$ cat src/rtl/systema_ram_arb_pkg.sv
// Shared types and constants for the two-port RAM arbiter.
// The request struct carries one master's command into the RAM-side mux.
package systema_ram_arb_pkg;

    localparam int ADDR_W_DEF = 10;
    localparam int DATA_W_DEF = 32;
    localparam int BE_W_DEF   = DATA_W_DEF / 8;
    localparam int CNT_W_DEF  = 16;

    localparam int PORT0 = 0;
    localparam int PORT1 = 1;

    typedef struct packed {
        logic [ADDR_W_DEF-1:0] address;
        logic [BE_W_DEF-1:0]   byteenable;
        logic                  read;
        logic                  write;
        logic [DATA_W_DEF-1:0] writedata;
    } req_t;

endpackage

$ cat src/rtl/systema_ram_arbiter_if.sv
// Two Avalon-MM slave ports plus the RAM-side port, bundled for the arbiter.
// "slave" is the arbiter's view; "master" is the view of the masters and RAM around it.
interface systema_ram_arbiter_if #(
    parameter int ADDR_W = 10,
    parameter int DATA_W = 32,
    parameter int BE_W   = 4
);
    logic [ADDR_W-1:0] m0_address;
    logic [BE_W-1:0]   m0_byteenable;
    logic              m0_read;
    logic              m0_write;
    logic [DATA_W-1:0] m0_writedata;
    logic [DATA_W-1:0] m0_readdata;
    logic              m0_readdatavalid;
    logic              m0_waitrequest;

    logic [ADDR_W-1:0] m1_address;
    logic [BE_W-1:0]   m1_byteenable;
    logic              m1_read;
    logic              m1_write;
    logic [DATA_W-1:0] m1_writedata;
    logic [DATA_W-1:0] m1_readdata;
    logic              m1_readdatavalid;
    logic              m1_waitrequest;

    logic [ADDR_W-1:0] ram_address;
    logic [BE_W-1:0]   ram_byteenable;
    logic              ram_chipselect;
    logic              ram_write;
    logic [DATA_W-1:0] ram_writedata;
    logic              ram_clken;
    logic [DATA_W-1:0] ram_readdata;

    modport slave (
        input  m0_address, m0_byteenable, m0_read, m0_write, m0_writedata,
        output m0_readdata, m0_readdatavalid, m0_waitrequest,
        input  m1_address, m1_byteenable, m1_read, m1_write, m1_writedata,
        output m1_readdata, m1_readdatavalid, m1_waitrequest,
        output ram_address, ram_byteenable, ram_chipselect, ram_write, ram_writedata, ram_clken,
        input  ram_readdata
    );

    modport master (
        output m0_address, m0_byteenable, m0_read, m0_write, m0_writedata,
        input  m0_readdata, m0_readdatavalid, m0_waitrequest,
        output m1_address, m1_byteenable, m1_read, m1_write, m1_writedata,
        input  m1_readdata, m1_readdatavalid, m1_waitrequest,
        input  ram_address, ram_byteenable, ram_chipselect, ram_write, ram_writedata, ram_clken,
        output ram_readdata
    );

endinterface

$ cat src/rtl/systema_ram_rr_arb.sv
// Two-way round-robin grant, purely combinational; zero latency.
// On a conflict the port that did not win last time gets the one-hot grant.
module systema_ram_rr_arb (
    input  logic [1:0] req_i,
    input  logic       last_grant_i,
    input  logic       enable_i,
    output logic [1:0] grant_o
);

    always_comb begin
        grant_o = 2'b00;
        if (enable_i) begin
            if (&req_i) begin
                grant_o = last_grant_i ? 2'b01 : 2'b10;
            end else begin
                grant_o = req_i;
            end
        end
    end

endmodule

$ cat src/rtl/systema_ram_arbiter.sv
// Shares a 1-cycle-latency single-port RAM between two Avalon-MM masters, round-robin.
// Grant and write complete in the request cycle; read data returns one clock after accept.
module systema_ram_arbiter
    import systema_ram_arb_pkg::*;
#(
    parameter int ADDR_W = ADDR_W_DEF,
    parameter int DATA_W = DATA_W_DEF,
    parameter int BE_W   = BE_W_DEF,
    parameter int CNT_W  = CNT_W_DEF
) (
    input  logic             clk,
    input  logic             reset,
    input  logic             freeze,
    input  logic             stat_clear,
    output logic [CNT_W-1:0] stat_conflicts,
    systema_ram_arbiter_if.slave bus
);

    logic [1:0]       req;
    logic [1:0]       grant;
    logic             arb_en;
    logic             accept;
    logic             sel_port;
    req_t             p0, p1, sel;

    logic             last_grant_q, last_grant_d;
    logic             rd_pend_q, rd_pend_d;
    logic             rd_port_q, rd_port_d;
    logic [CNT_W-1:0] cnt_q, cnt_d;

    assign req    = {bus.m1_read | bus.m1_write, bus.m0_read | bus.m0_write};
    assign arb_en = ~freeze & ~reset;

    systema_ram_rr_arb u_rr_arb (
        .req_i        (req),
        .last_grant_i (last_grant_q),
        .enable_i     (arb_en),
        .grant_o      (grant)
    );

    assign p0 = '{bus.m0_address, bus.m0_byteenable, bus.m0_read, bus.m0_write, bus.m0_writedata};
    assign p1 = '{bus.m1_address, bus.m1_byteenable, bus.m1_read, bus.m1_write, bus.m1_writedata};

    // Grant is already qualified by request and enable, so any grant bit is an accept.
    // When idle the RAM bus keeps showing the last winner's command.
    assign accept   = |grant;
    assign sel_port = accept ? grant[PORT1] : last_grant_q;
    assign sel      = sel_port ? p1 : p0;

    assign bus.ram_address    = sel.address;
    assign bus.ram_byteenable = sel.byteenable;
    assign bus.ram_writedata  = sel.writedata;
    assign bus.ram_chipselect = accept;
    assign bus.ram_write      = accept & sel.write;
    assign bus.ram_clken      = ~freeze;

    assign bus.m0_waitrequest = reset | freeze | (req[PORT0] & ~grant[PORT0]);
    assign bus.m1_waitrequest = reset | freeze | (req[PORT1] & ~grant[PORT1]);

    assign bus.m0_readdata      = bus.ram_readdata;
    assign bus.m1_readdata      = bus.ram_readdata;
    assign bus.m0_readdatavalid = rd_pend_q & ~rd_port_q & ~reset;
    assign bus.m1_readdatavalid = rd_pend_q &  rd_port_q & ~reset;

    assign stat_conflicts = cnt_q;

    always_comb begin
        last_grant_d = last_grant_q;
        rd_pend_d    = 1'b0;
        rd_port_d    = rd_port_q;
        cnt_d        = cnt_q;

        if (accept) begin
            last_grant_d = grant[PORT1];
            rd_port_d    = grant[PORT1];
            // read+write together is treated as a write
            rd_pend_d    = sel.read & ~sel.write;
        end

        if (stat_clear) begin
            cnt_d = '0;
        end else if ((&req) && !freeze && !(&cnt_q)) begin
            cnt_d = cnt_q + CNT_W'(1);
        end
    end

    always_ff @(posedge clk or posedge reset) begin
        if (reset) begin
            last_grant_q <= 1'b1;
            rd_pend_q    <= 1'b0;
            rd_port_q    <= 1'b0;
            cnt_q        <= '0;
        end else begin
            last_grant_q <= last_grant_d;
            rd_pend_q    <= rd_pend_d;
            rd_port_q    <= rd_port_d;
            cnt_q        <= cnt_d;
        end
    end

endmodule

$ cat src/flat_wrapper.sv
// flat-port wrapper written by rule: the top's interface ports become plain ports
module systema_ram_arbiter_flat import systema_ram_arb_pkg::*;
#(
    parameter int ADDR_W = ADDR_W_DEF,
    parameter int DATA_W = DATA_W_DEF,
    parameter int BE_W   = BE_W_DEF,
    parameter int CNT_W  = CNT_W_DEF
)
  (clk, reset, freeze, stat_clear, stat_conflicts, bus_m0_address, bus_m0_byteenable, bus_m0_read, bus_m0_write, bus_m0_writedata, bus_m0_readdata, bus_m0_readdatavalid, bus_m0_waitrequest, bus_m1_address, bus_m1_byteenable, bus_m1_read, bus_m1_write, bus_m1_writedata, bus_m1_readdata, bus_m1_readdatavalid, bus_m1_waitrequest, bus_ram_address, bus_ram_byteenable, bus_ram_chipselect, bus_ram_write, bus_ram_writedata, bus_ram_clken, bus_ram_readdata);
  systema_ram_arbiter_if #(.ADDR_W(ADDR_W), .DATA_W(DATA_W), .BE_W(BE_W)) bus_i ();
  input  logic clk;
  input  logic reset;
  input  logic freeze;
  input  logic stat_clear;
  output logic [CNT_W-1:0] stat_conflicts;
  input wire logic [$bits(bus_i.m0_address)-1:0] bus_m0_address;
  input wire logic [$bits(bus_i.m0_byteenable)-1:0] bus_m0_byteenable;
  input wire logic [$bits(bus_i.m0_read)-1:0] bus_m0_read;
  input wire logic [$bits(bus_i.m0_write)-1:0] bus_m0_write;
  input wire logic [$bits(bus_i.m0_writedata)-1:0] bus_m0_writedata;
  output wire logic [$bits(bus_i.m0_readdata)-1:0] bus_m0_readdata;
  output wire logic [$bits(bus_i.m0_readdatavalid)-1:0] bus_m0_readdatavalid;
  output wire logic [$bits(bus_i.m0_waitrequest)-1:0] bus_m0_waitrequest;
  input wire logic [$bits(bus_i.m1_address)-1:0] bus_m1_address;
  input wire logic [$bits(bus_i.m1_byteenable)-1:0] bus_m1_byteenable;
  input wire logic [$bits(bus_i.m1_read)-1:0] bus_m1_read;
  input wire logic [$bits(bus_i.m1_write)-1:0] bus_m1_write;
  input wire logic [$bits(bus_i.m1_writedata)-1:0] bus_m1_writedata;
  output wire logic [$bits(bus_i.m1_readdata)-1:0] bus_m1_readdata;
  output wire logic [$bits(bus_i.m1_readdatavalid)-1:0] bus_m1_readdatavalid;
  output wire logic [$bits(bus_i.m1_waitrequest)-1:0] bus_m1_waitrequest;
  output wire logic [$bits(bus_i.ram_address)-1:0] bus_ram_address;
  output wire logic [$bits(bus_i.ram_byteenable)-1:0] bus_ram_byteenable;
  output wire logic [$bits(bus_i.ram_chipselect)-1:0] bus_ram_chipselect;
  output wire logic [$bits(bus_i.ram_write)-1:0] bus_ram_write;
  output wire logic [$bits(bus_i.ram_writedata)-1:0] bus_ram_writedata;
  output wire logic [$bits(bus_i.ram_clken)-1:0] bus_ram_clken;
  input wire logic [$bits(bus_i.ram_readdata)-1:0] bus_ram_readdata;
  assign bus_i.m0_address = bus_m0_address;
  assign bus_i.m0_byteenable = bus_m0_byteenable;
  assign bus_i.m0_read = bus_m0_read;
  assign bus_i.m0_write = bus_m0_write;
  assign bus_i.m0_writedata = bus_m0_writedata;
  assign bus_m0_readdata = bus_i.m0_readdata;
  assign bus_m0_readdatavalid = bus_i.m0_readdatavalid;
  assign bus_m0_waitrequest = bus_i.m0_waitrequest;
  assign bus_i.m1_address = bus_m1_address;
  assign bus_i.m1_byteenable = bus_m1_byteenable;
  assign bus_i.m1_read = bus_m1_read;
  assign bus_i.m1_write = bus_m1_write;
  assign bus_i.m1_writedata = bus_m1_writedata;
  assign bus_m1_readdata = bus_i.m1_readdata;
  assign bus_m1_readdatavalid = bus_i.m1_readdatavalid;
  assign bus_m1_waitrequest = bus_i.m1_waitrequest;
  assign bus_ram_address = bus_i.ram_address;
  assign bus_ram_byteenable = bus_i.ram_byteenable;
  assign bus_ram_chipselect = bus_i.ram_chipselect;
  assign bus_ram_write = bus_i.ram_write;
  assign bus_ram_writedata = bus_i.ram_writedata;
  assign bus_ram_clken = bus_i.ram_clken;
  assign bus_i.ram_readdata = bus_ram_readdata;
  systema_ram_arbiter #(.ADDR_W(ADDR_W), .DATA_W(DATA_W), .BE_W(BE_W), .CNT_W(CNT_W)) u_core (.clk(clk), .reset(reset), .freeze(freeze), .stat_clear(stat_clear), .stat_conflicts(stat_conflicts), .bus(bus_i));
endmodule
$ cat config.mk
export PLATFORM = sky130hd
export DESIGN_NAME = systema_ram_arbiter_flat
export DESIGN_NICKNAME = d
export VERILOG_FILES = /design/src/rtl/systema_ram_arb_pkg.sv /design/src/rtl/systema_ram_arbiter_if.sv /design/src/rtl/systema_ram_rr_arb.sv /design/src/rtl/systema_ram_arbiter.sv /design/src/flat_wrapper.sv
export SDC_FILE = /design/constraint.sdc
export NUM_CORES = 1
export LEC_CHECK = 0
export CORE_AREA = 4 4 99 101
export CTS_CLUSTER_SIZE = 8
export DETAILED_ROUTE_END_ITERATION = 8
export DIE_AREA = 0 0 103 105
export HOLD_SLACK_MARGIN = 0.03
export PLACE_DENSITY = 0.75
export SLEW_MARGIN = 20
export SYNTH_ARGS = -nofsm -noshare
export SYNTH_HDL_FRONTEND = slang
export SYNTH_SLANG_ARGS = --single-unit
$ cat constraint.sdc
create_clock -name clk -period 2.5 [get_ports clk]
set_input_delay 0.5 -clock clk [delete_from_list [all_inputs] [get_ports clk]]
set_output_delay 0.5 -clock clk [all_outputs]
set_load 0.03 [all_outputs]
==> impl_summary.md, run 1 <==
Setup path
The maximum cell stage delay along the critical path is 0.33 ns. The master of the slowest instance on the critical path is sky130_fd_sc_hd__mux2_2. The biggest fanout along the worst timing path is 7.

Together, buffers and inverters on the worst path number 3. The dominant delay contributor by cell family on the critical path is buffers and inverters. The critical path data arrival time is 1.97 ns. STA classifies the critical path startpoint as a primary input. The path type of the worst setup path is in -> out. The required time at the endpoint of the critical path is 2.00 ns. The signal on the critical path passes through dlygate4sd2_1 -> nor2_2 -> nand3b_1 -> o21a_4 -> bufbuf_16 -> mux2_2 -> buf_4. The type of destination of the critical path is an output pin.

Route
The remaining routing DRC violations is 0. The routed wire length per instance is 17.6 um. In this run, the number of DRC markers left after iteration 0 of detailed routing was 24. The detail route stage leaves a number of antenna-violating nets equal to 0. The first TritonRoute pass finished after 4 iterations.

The average via count per standard cell is 4.50. The wire length after detailed routing is 8.16 mm. The routed layout has 2087 vias.

Synthesis
Synthesis inferred 19 register bits. The fraction of synthesized cell area taken by the top area cell type is between 20% and 30%. The summed instance area of the synthesized netlist is 2120 um2. The mean instance size in the synthesized netlist is 9.22 um2.

In this run, synthesis inferred 0 flip-flops with an integrated enable. By instance count, the leading cell after synthesis is sky130_fd_sc_hd__buf_4. During synthesis, Yosys emitted a total of 0 warnings. In the post-synthesis netlist, the biggest area contributors are sky130_fd_sc_hd__buf_4 23%, sky130_fd_sc_hd__dfrtp_1 21%, sky130_fd_sc_hd__mux2_2 18%. Sorting the synthesized cells by how often they occur yields 66 x sky130_fd_sc_hd__buf_4, 33 x sky130_fd_sc_hd__mux2_2, 18 x sky130_fd_sc_hd__dfrtp_1, 15 x sky130_fd_sc_hd__nor2_1, 13 x sky130_fd_sc_hd__mux2_1. The fraction of registers with async set/reset is 100%.

When the netlist entered floorplanning its net count stood at 363. Counting every instance in the synthesized netlist gives 230. Synthesis instantiated 41 different standard cells from the library.

The sequential fraction of the synthesis area is 22.5%. Summed over all instances, the cell type with the most area after synthesis is sky130_fd_sc_hd__buf_4. The dominant synthesized flop cell is sky130_fd_sc_hd__dfrtp_1.

Final layout
The number of non-filler instances in the completed layout is roughly 460. The post-synthesis to final-layout area growth is 80.3%. In the final design database the tool counted 487 nets. After routing the design area is 3820 um2.

The layout filler cell count is 900. 0 antenna diodes ended up in the layout. The share of layout cells above drive strength 1 is between 30% and 40%. At the end of the flow the core is filled with cells to 42.4%.

Clock tree
CTS built an H-tree with a depth of 1. TritonCTS built the clock tree. The cell at the root of the clock tree is sky130_fd_sc_hd__clkbuf_8. The sink count of the clock tree is 19. The total CTS buffers is 3. The clock passes through at most 2 buffers. The clock insertion delay at the later pin of the skew report is 0.26 ns. The post-CTS clock slew at the launch and capture registers of the worst setup and hold paths is 0.07 ns.

Die
Once the floorplan was initialized, standard cells occupied a little under a quarter of the core. The floorplan step set the die height to 105 um. During I/O placement, the number of pins put on the boundary was 265.

In this run the standard cell core region covers around 9000 um2. The number of rows in the core area is 35. The die covers 10800 um2. The die is 103 um wide.

STA
Setup repair after global routing could not meet its margin everywhere. The worst clock skew on the final layout is ~0.0035 ns. Setup violations remaining at the end of the flow were counted as 0. The maximum frequency from static timing analysis is 0.404 GHz.

The number of slew-limit violations in the final report is 0. The final period utilization is about 99%. In this run the tightest slew margin relative to its limit is around 68%. The hold violation total from the final report is 0. The actual slew at the worst max-slew pin is 0.479 ns. The final critical-path required period is about 2.5 ns.

Worst hold path
The type of the tightest min-delay check is reg -> reg.

Placed design
The placed cell count is 455. After detailed placement, the total cell area comes to 3590 um2. In this run the tool buffered the top-level ports with 168 buffer cells.

Routability-driven placement finished with a final weighted congestion of 0.788. Summed over all nets, the half-perimeter wirelength after detailed placement is roughly 6.6 mm.

Power
The total chip power is 1.78 mW. Power spread over the standard cell area amounts to 467 nW/um2. The maximum VDD drop is 0.260 mV. For this design the static power due to leakage is about 1.6 nW.

Global route
The global router's overall resource usage is 14.0%. The global-route wire length before repair is roughly 12 mm. The number of antenna violations at the first check in global routing was 0.

The maximum number of pins on one net before global-route repair is 20. For this run the aggregate overflow at the end of global routing stands at 0. The number of global-route vias before repair came to 2194.

Run status
The run finished with clean final reports.

Flow run
Across the run, the number of max-cap violations was 0.
placed cells by master, fill, tap and decap left out, types with 3 or more instances in the layout:
cell,n
sky130_fd_sc_hd__dfrtp_1,18
sky130_fd_sc_hd__o21ai_0,3
sky130_fd_sc_hd__nor2_1,12
sky130_fd_sc_hd__buf_4,24
sky130_fd_sc_hd__clkbuf_8,3
sky130_fd_sc_hd__clkdlybuf4s15_1,3
sky130_fd_sc_hd__clkdlybuf4s50_1,110
sky130_fd_sc_hd__mux2_1,4
sky130_fd_sc_hd__or4_1,4
sky130_fd_sc_hd__mux2_2,26
sky130_fd_sc_hd__mux2_4,16
sky130_fd_sc_hd__clkdlybuf4s15_2,8
sky130_fd_sc_hd__buf_6,24
sky130_fd_sc_hd__a21oi_1,4
sky130_fd_sc_hd__nand4_1,5
sky130_fd_sc_hd__nand2_1,8
sky130_fd_sc_hd__inv_1,5
sky130_fd_sc_hd__xor2_1,10
sky130_fd_sc_hd__nor2_2,3
sky130_fd_sc_hd__nand3_1,9
sky130_fd_sc_hd__buf_2,10
sky130_fd_sc_hd__buf_12,7
final cells by class:
class,instances,area [um2],share of cell area (%)
well taps,111,139,3.63
clock buffers,3,41.3,1.08
multi-input cells,134,1170,30.6
clock inverters,1,5.00,0.131
flip-flops and latches,19,477,12.5
inverters,5,18.8,0.491
repair buffers,191,1970,51.6
metrics by stage:
| stage | setup TNS (ns) | hold slack (ns) | setup WS, ns |
|---|---|---|---|
| 4_1_cts | 0 | 0.540 | 0.00471 |
| 6_report | 0 | 0.544 | 0.0268 |
| 3_5_place_dp | -28.68 | 0.522 | -0.707 |
| 2_1_floorplan | 0 | 0.456 | 0.181 |
| 3_3_place_gp | -26.30 | 0.515 | -0.656 |
| 5_1_grt | -1.41 | 0.568 | -0.0759 |
power by group:
group	internal (mW)	total (mW)	switching, mW
sequential	0.321	0.335	0.0136
combinational	0.656	1.23	0.572
clock	0.111	0.220	0.109
sequential cells by signal, indices dropped and copies added, names as in the netlist:
name / flops
u_core.stat_conflicts: 16
u_core.last_grant_q: 1
u_core.rd_pend_q: 1
u_core.rd_port_q: 1
per-layer routing:
metal	GRT usage (%)	vias to the layer above	routed length, um
met5	0	-	0
met4	3.89	0	163
li1	-	986	-
met3	4.47	21	692
met2	25.3	113	4400
met1	15.2	967	2900
timing repair:
action                     CTS  global route
buffers inserted             1             1
gates cloned                 3             0
pin swaps                    3             3
setup endpoints to repair   47            41
resized for setup          198            64
hold buffers                 0             0
cell families after synthesis:
| kind of cell | Yosys count | share of synthesized area [%] |
|---|---|---|
| multiplexers | 47 | 24.9 |
| AO/OA/AOI/OAI | 17 | 5.19 |
| XOR/XNOR | 10 | 4.13 |
| adder cells (fa/ha/maj) | 1 | 0.590 |
| AND/OR/NAND/NOR | 59 | 16.5 |
| flip-flops | 19 | 22.5 |
| buffers and inverters | 77 | 26.2 |
path summary, 6_finish.rpt:
kind / from / end / slack, ns / depth (start not counted)
max in group asynchronous: reset / u_core.last_grant_q / 1.63 / 4
worst min register to register: u_core.rd_port_q / u_core.rd_port_q / 0.54 / 1
worst min-delay path: u_core.rd_port_q / u_core.rd_port_q / 0.54 / 1
worst max-delay path: bus_m0_read / bus_ram_writedata[2] / 0.03 / 7
worst max register to register: u_core.stat_conflicts[0] / u_core.stat_conflicts[6] / 0.46 / 6
min in group asynchronous: reset / u_core.rd_port_q / 0.60 / 4
worst register-to-register path, delay by kind of cell (launching register included):
family        cells  cell delay (ns)
flops             1             0.43
fa+ha+maj         1             0.22
xor+xnor          1             0.15
simple gates      4             1.12
Note: power is estimated with default switching activity, not from simulation.
==> inputs of run 2 (changes only) <==
TNS_END_PERCENT = 100   (was default)
==> results of run 2 <==
No change in the layout: final DEF, timing and power equal those of run 1.
==> inputs of run 3 (changes only) <==
ABC_AREA = 1   (was default)
CORE_AREA = 4 4 100 102   (was 4 4 99 101)
DIE_AREA = 0 0 104 106   (was 0 0 103 105)
PLACE_DENSITY = 0.77   (was 0.75)
==> run 3 against run 2 <==
Area after synthesis rose by 12%. Power up 24%. Synthesized cell count is 78% higher. Die area up 1.9%. Design area grew 14%. Clock skew down 0.0013 ns. Cell count increased by 39%. Register-to-register slack better by 0.12 ns. Clock-buffer cell count increased by 1.
==> impl_summary.md, run 3 <==
Final layout
The layout filler cell count is 892 (-0.89%). The core occupancy in the finished layout is 47.9% (+5.5 points). The library cell used most frequently in the layout, excluding fill and tap cells, is sky130_fd_sc_hd__nand2_1. The share of layout cells above drive strength 1 is 24.1% (-14 points).

The library cells used most frequently in the layout, excluding fill and tap cells, are 197 x sky130_fd_sc_hd__nand2_1, 112 x sky130_fd_sc_hd__clkdlybuf4s50_1, 32 x sky130_fd_sc_hd__buf_4. From synthesis to final layout, the design area changed by 84.3%. The net count of the finished layout is 670 (+38%). The antenna cell count is 0 (unchanged). The number of flip-flops in the largest register was 16 (unchanged).

Synthesis
The total of warnings raised by yosys is 0 (unchanged). The number of synthesized register bits came to 19 (unchanged). The fraction of synthesized cell area taken by the top area cell type is 34.3% (+11 points). By instance count, the leading cell after synthesis is sky130_fd_sc_hd__nand2_1. The summed instance area of the synthesized netlist is 2370 um2 (+12%). By area the synthesized netlist is led by sky130_fd_sc_hd__nand2_1 34%, sky130_fd_sc_hd__buf_4 22%, sky130_fd_sc_hd__dfrtp_1 19%. The sequential fraction of the synthesis area is 20.1% (-2.3 points). The fraction of registers with async set/reset is 100% (unchanged). The dominant synthesized flop cell is sky130_fd_sc_hd__dfrtp_1.

The post-synthesis cell type with the largest combined area is sky130_fd_sc_hd__nand2_1. The net count after synthesis came to 542 (+49%). The post-synthesis cell type count is 24 (-41%). The mean instance size in the synthesized netlist came to 5.78 um2 (-37%). The number of flops mapped to enable cells by yosys was 0 (unchanged). Sorting the synthesized cells by how often they occur yields 216 x sky130_fd_sc_hd__nand2_1, 68 x sky130_fd_sc_hd__buf_4, 23 x sky130_fd_sc_hd__inv_1, 23 x sky130_fd_sc_hd__nor2_1, 18 x sky130_fd_sc_hd__dfrtp_1. The number of instances in the synthesized netlist is 409 (+78%).

Die
The starting density of the core is 26.0% (+2.5 points). The horizontal die dimension came to 104 um (+0.97%). The number of rows in the core area came to 35 (unchanged).

The floorplan core area came to 9110 um2 (+0.97%). The total die area came to 11000 um2 (+1.9%). The top-level I/O count is 265 (unchanged). The die boundary height came to 106 um (+0.95%).

STA
The worst clock skew on the final layout is 0.00217 ns (-0.00131 ns). The final setup violation count is 0 (unchanged). The final period utilization is 96.7% (-2.3 points). Setup repair after global routing could not meet its margin everywhere. The hold violation total from the final report was 0 (unchanged). The maximum frequency from static timing analysis was 0.414 GHz (+2.3%). The actual slew at the worst max-slew pin came to 0.518 ns (+0.0390 ns).

The worst hold slack after final layout came to 0.458 ns (-0.0855 ns). The worst slew slack as a fraction of its limit is 65.4% (-2.3 points). The final critical-path required period was 2.42 ns (-0.0564 ns). The number of slew-limit violations in the final report is 0 (unchanged).

Flow run
The max capacitance violation total is 0 (unchanged).

Route
The wire length after detailed routing is 11.5 mm (+41%). The residual antenna-violating net count after detailed routing was 0 (unchanged). The total iterations of the first detailed-routing run is 4 (unchanged).

The total vias in the final route is 2975 (+43%). The remaining routing DRC violations is 0 (unchanged). The detailed router's first-iteration violation count came to 159 (+560%). The average via count per standard cell came to 4.60 (+2.2%).

The routed wire length per instance is 17.8 um (+1.1%).

Global route
The maximum number of pins on one net before global-route repair is 20 (unchanged). The overflow left after global routing is 0 (unchanged). The global-route wire length before repair is 16.6 mm (+41%).

The number of global-route vias before repair is 3010 (+37%). The global router's overall resource usage came to 19.5% (+5.5 points). The number of antenna violations at the first check in global routing came to 0 (unchanged).

Clock tree
The sink count of the clock tree was 19 (unchanged). The total CTS buffers is 3 (unchanged). The hold buffer count at cts came to 0 (unchanged). The number of buffers on the longest clock path came to 2 (unchanged). The post-CTS clock slew at the launch and capture registers of the worst setup and hold paths is 0.07 ns (about the same). The TritonCTS clock tree is yes. The clock insertion delay at the later pin of the skew report came to 0.26 ns (about the same). The number of H-tree levels is 1 (unchanged). Clock tree synthesis selected as its root buffer the cell sky130_fd_sc_hd__clkbuf_8.

Setup path
The critical path data arrival time was 1.92 ns (-0.05 ns). STA classifies the critical path startpoint as a flop. The worst setup path is captured at an output pin. The length in cells of the worst reg-to-reg path is 10 (+4). The biggest fanout along the worst timing path is 6 (-1). The path type of the worst setup path is reg -> out. The required time at the endpoint of the critical path is 2.00 ns (about the same).

Worst hold path
The type of the tightest min-delay check is in -> async.

Power
The static leakage power is 2.13 nW (+30%). The cell area power density is 506 nW/um2 (+8.4%). The maximum VDD drop is 0.226 mV (-13%).

Placed design
The port buffer count is 168 (unchanged). The final weighted congestion in routability-driven placement is 0.823 (+4.4%). The sum of net half-perimeters after detailed placement is 8.47 mm (+29%).

Run status
The flow ran to the end, and the final reports show no timing, DRC or antenna violations.
-- run 3: changes by cell type after synthesis, sizes merged, moves of 3 or more --
cell | previous run | this run
a21oi | 5 | 0
or2 | 0 | 3
nor2 | 15 | 30
buf | 70 | 74
nand4 | 6 | 15
xor2 | 10 | 3
mux2 | 46 | 0
nand2 | 8 | 217
or4 | 4 | 0
inv | 5 | 24
-- run 3: stage by stage --
stage / total power, mW / area (um2) / cells / worst slack, ns / setup TNS (ns)
after floorplan: 1.14 / 2370 / 409 / 0.0695 / 0
after global placement: 1.64 / 3860 / 625 / -0.156 / -5.22
after detailed placement: 1.65 / 3860 / 625 / -0.215 / -8.49
after CTS: 2.17 / 4270 / 644 / 0.00210 / 0
after global routing: 2.32 / 4360 / 647 / -0.0158 / -0.164
final: 2.21 / 4360 / 647 / 0.0833 / 0
-- run 3: per-layer routing --
layer  global-route usage (%)  routed length (um)
met2                     39.1                6400
met3                     3.83                 868
met1                     19.6                3880
met4                     7.31                 361
met5                        0                   0
-- run 3: worst paths after layout --
path                                      startpoint                         to  slack, ns
setup / recovery                 u_core.last_grant_q      bus_ram_writedata[17]       0.08
hold / removal                                 reset   u_core.stat_conflicts[8]       0.46
setup reg to reg            u_core.stat_conflicts[0]   u_core.stat_conflicts[3]       0.58
hold reg to reg            u_core.stat_conflicts[15]  u_core.stat_conflicts[15]       0.57
max in group asynchronous                      reset        u_core.last_grant_q       1.78
min in group clk                        bus_m1_write           u_core.rd_pend_q       0.57
-- run 3: cell type report --
type | instances | area, um2 | share of cell area (%)
multi-input cells | 289 | 1340 | 30.7
clock buffers | 4 | 45.0 | 1.03
well taps | 111 | 139 | 3.18
flip-flops and latches | 19 | 477 | 10.9
repair buffers | 200 | 2270 | 52.1
inverters | 24 | 90.1 | 2.07
-- run 3: what timing repair did --
action,CTS,global route
pin swaps,8,12
buffers inserted,9,3
cloned,6,2
resized for setup,36,37
endpoints found under the setup margin,47,37
-- run 3: worst max-delay path, cell delays in order, from the launching register on --
cell	delay (ns)
sky130_fd_sc_hd__dfstp_2	0.55
sky130_fd_sc_hd__inv_2	0.06
sky130_fd_sc_hd__nor2_4	0.12
sky130_fd_sc_hd__nor2_4	0.06
sky130_fd_sc_hd__buf_6	0.12
sky130_fd_sc_hd__nor2_4	0.14
sky130_fd_sc_hd__buf_6	0.18
sky130_fd_sc_hd__clkbuf_16	0.17
sky130_fd_sc_hd__nand2_1	0.05
sky130_fd_sc_hd__nand2_1	0.06
sky130_fd_sc_hd__buf_4	0.15
-- run 3: power by group --
part / leakage, nW / switching (mW) / internal (mW)
registers: 0.259 / 0.00931 / 0.321
logic: 1.85 / 0.843 / 0.814
clock network: 0.0228 / 0.104 / 0.114
total: 2.13 / 0.957 / 1.25
-- run 3: cells by family (layout without fill, tap and decap cells) --
kind of cell / count (synthesis) / in the layout / share of synthesized area, %
AND/OR/NAND/NOR: 275 / 275 / 48.3
adder cells (fa/ha/maj): 1 / 1 / 0.529
XOR/XNOR: 3 / 3 / 1.11
flip-flops: 19 / 19 / 20.1
AO/OA/AOI/OAI: 10 / 10 / 2.49
buffers and inverters: 101 / 228 / 27.4
